`src/rtl/fir_pkg.sv`:
```
// Shared types and constants for the folded FIR sequencer: widths, state enum,
// clog2 helper and the default 63-tap lowpass coefficient set.
package fir_pkg;

  localparam int DW_DEF = 16;
  localparam int AW_DEF = 32;
  localparam int N63    = 63;

  typedef logic signed [DW_DEF-1:0] coef_t;

  typedef enum logic [1:0] {IDLE, MAC, FLUSH, OUT} state_t;

  // Width needed to index v entries; never less than 1.
  function automatic int clog2(input int v);
    int r;
    r = 1;
    while ((1 << r) < v) r++;
    return r;
  endfunction

  // Triangular (Bartlett) lowpass, symmetric about tap 31; element 0 in the MSBs.
  function automatic logic [N63*DW_DEF-1:0] coef63_gen();
    logic [N63*DW_DEF-1:0] v;
    int d;
    v = '0;
    for (int i = 0; i < N63; i++) begin
      d = (i > 31) ? i - 31 : 31 - i;
      v[(N63-1-i)*DW_DEF +: DW_DEF] = coef_t'((32 - d) * 64);
    end
    return v;
  endfunction

  localparam logic [N63*DW_DEF-1:0] FIR_PKG_COEF63 = coef63_gen();

endpackage

```
`src/rtl/fir_mac_unit.sv`:
```
// Shared multiplier plus accumulator: registered AW-bit signed product, and an
// accumulator that adds the previous product and wraps modulo 2^AW.
module fir_mac_unit import fir_pkg::*; #(
  parameter int DW = DW_DEF,
  parameter int AW = AW_DEF
) (
  input  logic                 clk,
  input  logic                 rst,
  input  logic                 clr,
  input  logic                 mul_en,
  input  logic                 add_en,
  input  logic signed [DW-1:0] a,
  input  logic signed [DW-1:0] b,
  output logic signed [AW-1:0] acc
);

  logic signed [AW-1:0] prod, a_x, b_x;

  // Operands are sign-extended so the AW-bit product is exact modulo 2^AW.
  assign a_x = AW'(a);
  assign b_x = AW'(b);

  always_ff @(posedge clk) begin
    if (rst || clr) begin
      prod <= '0;
      acc  <= '0;
    end else begin
      if (mul_en) prod <= a_x * b_x;
      if (add_en) acc  <= acc + prod;
    end
  end

endmodule

```
`src/rtl/fir_mac_sequencer.sv`:
```
// Folded N-tap FIR: one shared MAC stepped over all taps per sample.
// Build with FIR_SEQ_COEF_WR_EN for run-time writable coefficients.
module fir_mac_sequencer import fir_pkg::*; #(
  parameter int              N    = 63,
  parameter int              DW   = DW_DEF,
  parameter int              AW   = AW_DEF,
  parameter logic [N*DW-1:0] COEF = FIR_PKG_COEF63,
  localparam int             PW   = clog2(N)
) (
  input  logic                 clk,
  input  logic                 rst,
  input  logic                 in_valid,
  output logic                 in_ready,
  input  logic signed [DW-1:0] x_in,
  output logic                 out_valid,
  input  logic                 out_ready,
  output logic signed [AW-1:0] y_out,
`ifdef FIR_SEQ_COEF_WR_EN
  input  logic                 coef_wr_en,
  input  logic [PW-1:0]        coef_wr_addr,
  input  logic signed [DW-1:0] coef_wr_data,
  output logic                 coef_wr_ready,
`endif
  output logic                 busy
);

  state_t               state, state_nx;
  logic [PW-1:0]        wr_ptr, rd_ptr, k;
  logic signed [DW-1:0] sbuf     [N];
  logic signed [DW-1:0] coef_arr [N];
  logic                 in_hs, out_hs, clr, mul_en, add_en;
  logic signed [AW-1:0] acc;

  assign in_hs  = in_valid & in_ready;
  assign out_hs = out_valid & out_ready;

`ifdef FIR_SEQ_COEF_WR_EN
  assign coef_wr_ready = in_ready;

  always_ff @(posedge clk) begin
    if (rst) begin
      for (int i = 0; i < N; i++) coef_arr[i] <= COEF[(N-1-i)*DW +: DW];
    end else if (coef_wr_en && coef_wr_ready && (int'(coef_wr_addr) < N)) begin
      coef_arr[coef_wr_addr] <= coef_wr_data;
    end
  end
`else
  for (genvar i = 0; i < N; i++) begin : g_coef
    assign coef_arr[i] = COEF[(N-1-i)*DW +: DW];
  end
`endif

  always_ff @(posedge clk) begin
    if (rst) state <= IDLE;
    else     state <= state_nx;
  end

  always_comb begin
    state_nx = state;
    clr      = 1'b0;
    mul_en   = 1'b0;
    add_en   = 1'b0;
    unique case (state)
      IDLE: if (in_hs) begin
        state_nx = MAC;
        clr      = 1'b1;
      end
      MAC: begin
        // Product from the previous tap lands one cycle late; tap 0 adds nothing.
        mul_en = 1'b1;
        add_en = (k != '0);
        if (k == PW'(N-1)) state_nx = FLUSH;
      end
      FLUSH: begin
        add_en   = 1'b1;
        state_nx = OUT;
      end
      OUT: if (out_hs) state_nx = IDLE;
    endcase
  end

  always_ff @(posedge clk) begin
    if (rst) begin
      for (int i = 0; i < N; i++) sbuf[i] <= '0;
      wr_ptr    <= '0;
      rd_ptr    <= '0;
      k         <= '0;
      out_valid <= 1'b0;
      y_out     <= '0;
      in_ready  <= 1'b0;
      busy      <= 1'b0;
    end else begin
      in_ready <= (state_nx == IDLE);
      busy     <= (state_nx == MAC) || (state_nx == FLUSH);
      unique case (state)
        IDLE: if (in_hs) begin
          sbuf[wr_ptr] <= x_in;
          rd_ptr       <= wr_ptr;
          k            <= '0;
        end
        MAC: begin
          rd_ptr <= (rd_ptr == '0) ? PW'(N-1) : rd_ptr - 1'b1;
          if (k != PW'(N-1)) k <= k + 1'b1;
        end
        FLUSH: wr_ptr <= (wr_ptr == PW'(N-1)) ? '0 : wr_ptr + 1'b1;
        OUT: begin
          // First OUT cycle captures the settled accumulator.
          if (!out_valid) begin
            out_valid <= 1'b1;
            y_out     <= acc;
          end else if (out_ready) begin
            out_valid <= 1'b0;
          end
        end
      endcase
    end
  end

  fir_mac_unit #(.DW(DW), .AW(AW)) u_mac (
    .clk    (clk),
    .rst    (rst),
    .clr    (clr),
    .mul_en (mul_en),
    .add_en (add_en),
    .a      (coef_arr[k]),
    .b      (sbuf[rd_ptr]),
    .acc    (acc)
  );

endmodule

```
`config.mk`:
```
export PLATFORM = sky130hd
export DESIGN_NAME = fir_mac_sequencer
export DESIGN_NICKNAME = d
export VERILOG_FILES = /design/src/rtl/fir_pkg.sv /design/src/rtl/fir_mac_unit.sv /design/src/rtl/fir_mac_sequencer.sv
export SDC_FILE = /design/constraint.sdc
export NUM_CORES = 2
export LEC_CHECK = 0
export ABC_CLOCK_PERIOD_IN_PS = 17200
export BUFFER_PORTS_ARGS = -buffer_cell sky130_fd_sc_hd__buf_2
export CORE_MARGIN = 2
export CORE_UTILIZATION = 25
export CTS_CLUSTER_DIAMETER = 120
export DETAILED_ROUTE_END_ITERATION = 7
export HOLD_SLACK_MARGIN = 0.08
export PLACE_DENSITY = 0.45
export SYNTH_ARGS = -nofsm -noshare
export SYNTH_HDL_FRONTEND = slang
export SYNTH_SLANG_ARGS = --single-unit
```
`constraint.sdc`:
```
create_clock -name clk -period 17.2 [get_ports clk]
set_input_delay 0.86 -clock clk [delete_from_list [all_inputs] [get_ports clk]]
set_output_delay 0.86 -clock clk [all_outputs]
set_load 0.1 [all_outputs]
```
==> metrics.md <==
| Metric | Value |
|---|---|
| Met1 Use GR | `19.0%` |
| Yosys reg bits | `1131` |
| Core Region | `between 200000 and 250000 um^2` |
| All-Layer GR Usage | `14.2%` |
| Top cells by area, synth | `edfxtp_1 (55%), mux4_2 (13%), and2_1 (11%)` |
| Met2 usage | `23.1%` |
| Hold/Removal Path Class | `in -> reg` |
| CTS root buf | `clkbuf_16` |
| Final Hold Fails | `0` |
| Antenna violations before repair | `17` |
| H-tree Lvls | `4` |
| Mapped cell area | `between 50000 and 60000 um^2` |
| Crit path max fanout | `76` |
| DRC errors left | `0` |
| Reg clk slew, reported paths | `60 ps` |
| Clk_lat worst skew | `between 700 and 800 ps` |
| Internal power | `5.22 mW` |
| Tmin final | `around 9400 ps` |
| CP Class | `reg -> reg` |
| Number of max-cap violations | `0` |
| Tot Pwr | `7.37 mW` |
| Combinational Power Share | `between 20% and 30%` |
| Met3 usage | `2.36%` |
| Max-slew violations | `0` |
| Row count | `around 170` |
| Cells after Synth | `about 4000` |
| CP peak stage delay | `~670 ps` |
| EDFF count, synth | `about 1000` |
| Syn-to-layout area delta | `13.5%` |
| Cts bufs inserted | `about 130` |
| Layout cells sized above 1 | `18.4%` |
| GPL Wtd Cong | `between 0.7 and 0.8` |
| Cell taking the most area after synthesis | `edfxtp_1` |
| Post-synthesis sequential area ratio | `roughly 60%` |
| Die Area | `229000 um^2` |
| Startpoint types | `register` |
| Max clock buf depth | `3` |
| Sw Ratio | `about 29%` |
| RSZ-0062 raised after global routing | `no` |
| Die X | `about 480 um` |
| # IOs | `between 50 and 60` |
| Clock power frac | `between 30% and 40%` |
| Number of gates resized after CTS | `0` |
| First-pass GRT wire length | `about 240 mm` |
| Peak supply drop | `around 0.11 mV` |
| Number of global-route vias before repair | `32584` |
| Design area | `approximately 64000 um^2` |
| Hold buffers post-CTS | `0` |
| Gr busiest metal | `met2` |
| Highest clock rate | `about 110 MHz` |
| Commonest register cell after synthesis | `edfxtp_1` |
| Initial Util | `about a quarter` |
| Sw Pwr | `2.15 mW` |
| First-pass detailed-route iteration total | `5` |
| Yosys warning count | `0` |
| Overflow after GRT | `0` |
| Yosys cell types | `69` |
| Crit end category | `register` |
| Yosys top cell area share | `54.5%` |
| Leak | `approximately 23 nW` |
| Die H | `between 400 and 500 um` |
| # setup viols final | `0` |
| # port buffers | `48` |
| Pin count of the biggest net entering global routing | `129` |
| Tightest Pin Transition | `between 1000 and 1500 ps` |
| P per Cell Area | `approximately 120 nW/um^2` |
| First DRT Iteration DRCs | `~2600` |
| Pre-CTS WS | `roughly 7600 ps` |
| Final net count | `approximately 4200` |
| Routed Antenna Nets | `0` |
| DP Area | `~60000 um^2` |
| HPWL Detailed | `just under 100 mm` |
| CTS tree | `done` |
| Highest-delay cell along the critical path | `dfxtp_4` |
| Critical path arrival | `10030 ps` |
| Required @ worst endpoint | `roughly 18000 ps` |
| Via density per instance | `~4.4` |
| Worst Slack Setup Final | `7830 ps` |
| Syn avg cell area | `approximately 14 um^2` |
| Routed length per instance | `22.9 um` |
| FFs w/ async S/R, synth | `0%` |
| Post-CTS Setup Bufs | `0` |
| Crit share post-route | `54.5%` |
| Number of fill cells | `22509` |
| Max-slew headroom | `between 10% and 20%` |
| Sequential power share | `between 40% and 50%` |
| Final wirelength | `between 150 and 200 mm` |
| Sum Neg Setup Slack | `0 ps` |
| Final Util | `between 20% and 30%` |
| CTS Sinks | `about 1100` |
| Final Skew | `22.8 ps` |
| Via Count | `31501` |
| Outcome | `complete, no violations` |
-- synthesized netlist by cell type (3+ instances only) --
cell and number:
nand3_1 36, nor2_1 184, a211oi_1 19, o21ai_1 12, mux4_2 320, nand4_1 14
buf_4 11, buf_2 20, ha_1 150, nor4_1 4, inv_1 123, and2_1 1024
o21bai_1 4, o221ai_1 5, dfxtp_1 107, buf_1 13, nor3_1 21, fa_1 61
o22ai_1 3, or2_1 6, o21a_1 11, buf_6 13, mux2i_1 31, a21oi_1 89
a21o_1 30, clkbuf_1 252, a221oi_1 4, xnor2_1 20, xor2_1 19, o21ai_0 33
nand2b_1 12, mux2_2 15, edfxtp_1 1024, a31oi_1 14, nand2_1 169, or2_2 66
and3_1 12, or3_1 6, o211ai_1 6, nand3b_1 4, a21oi_2 3, nor2b_1 11
-- stage by stage --
step	std cells	hold WS (ps)
floorplan	4023	445
global placement	6859	442
detailed placement	6859	444
CTS	7095	313
global route	7100	397
finish	7103	396
-- layer usage --
| metal | vias up | share of wire, % | wire, um |
|---|---|---|---|
| met2 | 655 | 48 | 77700 |
| met4 | 14 | 3.4 | 5510 |
| met5 | - | 0.057 | 92 |
| li1 | 14481 | - | - |
| met1 | 16121 | 45 | 72800 |
| met3 | 230 | 4.1 | 6720 |
-- sequential cells by signal, indices dropped and copies added (netlist names), named ones only --
| register | count |
|---|---|
| state | 2 |
| rd_ptr | 6 |
| busy | 1 |
| in_ready | 1 |
| k | 6 |
| out_valid | 1 |
| u_mac.prod | 26 |
| wr_ptr | 6 |
| u_mac.acc | 26 |
| y_out | 26 |
| sbuf | 1024 |
-- final timing paths --
| check | startpoint | end | slack [ps] | depth (start not counted) |
|---|---|---|---|---|
| max | register | u_mac.prod[31]$_SDFFE_PP0P_ | 7830 | 27 |
| min | out_ready | out_valid$_SDFFE_PP0P_ | 400 | 4 |
| max reg2reg | register | u_mac.prod[31]$_SDFFE_PP0P_ | 7830 | 27 |
| min reg2reg | y_out[17]$_SDFFE_PP0P_ | y_out[17]$_SDFFE_PP0P_ | 450 | 2 |
-- worst max-delay path, delay by kind of cell, from the launching register on --
family	cells	cell delay [ps]
DFF	1	670
buffers and inverters	6	1380
AOI/OAI and AO/OA	5	1660
adders and majority gates	7	2820
and+or+nand+nor	5	730
muxes	4	1850
-- power by group through the flow --
| stage | combinational, mW | clock (mW) | sequential [mW] |
|---|---|---|---|
| floorplan | 1.08 | 0 | 3.18 |
| global route | 1.68 | 2.85 | 3.18 |
| global placement | 1.56 | 0 | 3.22 |
| detailed placement | 1.55 | 0 | 3.23 |
| CTS | 1.56 | 2.75 | 3.17 |
| finish | 1.52 | 2.68 | 3.17 |
-- cell families (layout without fill, tap and decap cells) --
family,after synthesis,after routing,synth area share [%]
adders and majority gates,211,211,5.49
other,1,14,0.00665
DFF,1131,1131,58.3
and+or+nand+nor,1576,1576,15.8
buffers and inverters,434,514,3.18
xor gates and xnor gates,39,39,0.606
AOI/OAI and AO/OA,260,260,2.91
muxes,366,366,13.6
-- layout make-up --
cell class	count	area, um^2	share of cell area [%]
Sequential cell	1131	32900	51.4
Multi-Input combinational cell	2458	21800	34.0
Tap cell	2992	3740	5.85
Clock buffer	178	3600	5.63
Timing Repair Buffer	153	1070	1.67
Inverter	125	469	0.733
Clock inverter	58	419	0.655
Antenna cell	8	20.0	0.0313
-- cells in the final DEF (no fill, tap or decap), types with 61 or more instances in the layout --
master     count
or2_2         66
and2_1      1024
buf_4        103
ha_1         149
mux4_2       320
edfxtp_1    1024
dfxtp_1      102
a21oi_1       89
nor2_1       175
clkbuf_16    136
fa_1          61
nand2_1      169
inv_1        123
Note: power is estimated with default switching activity, not from simulation.
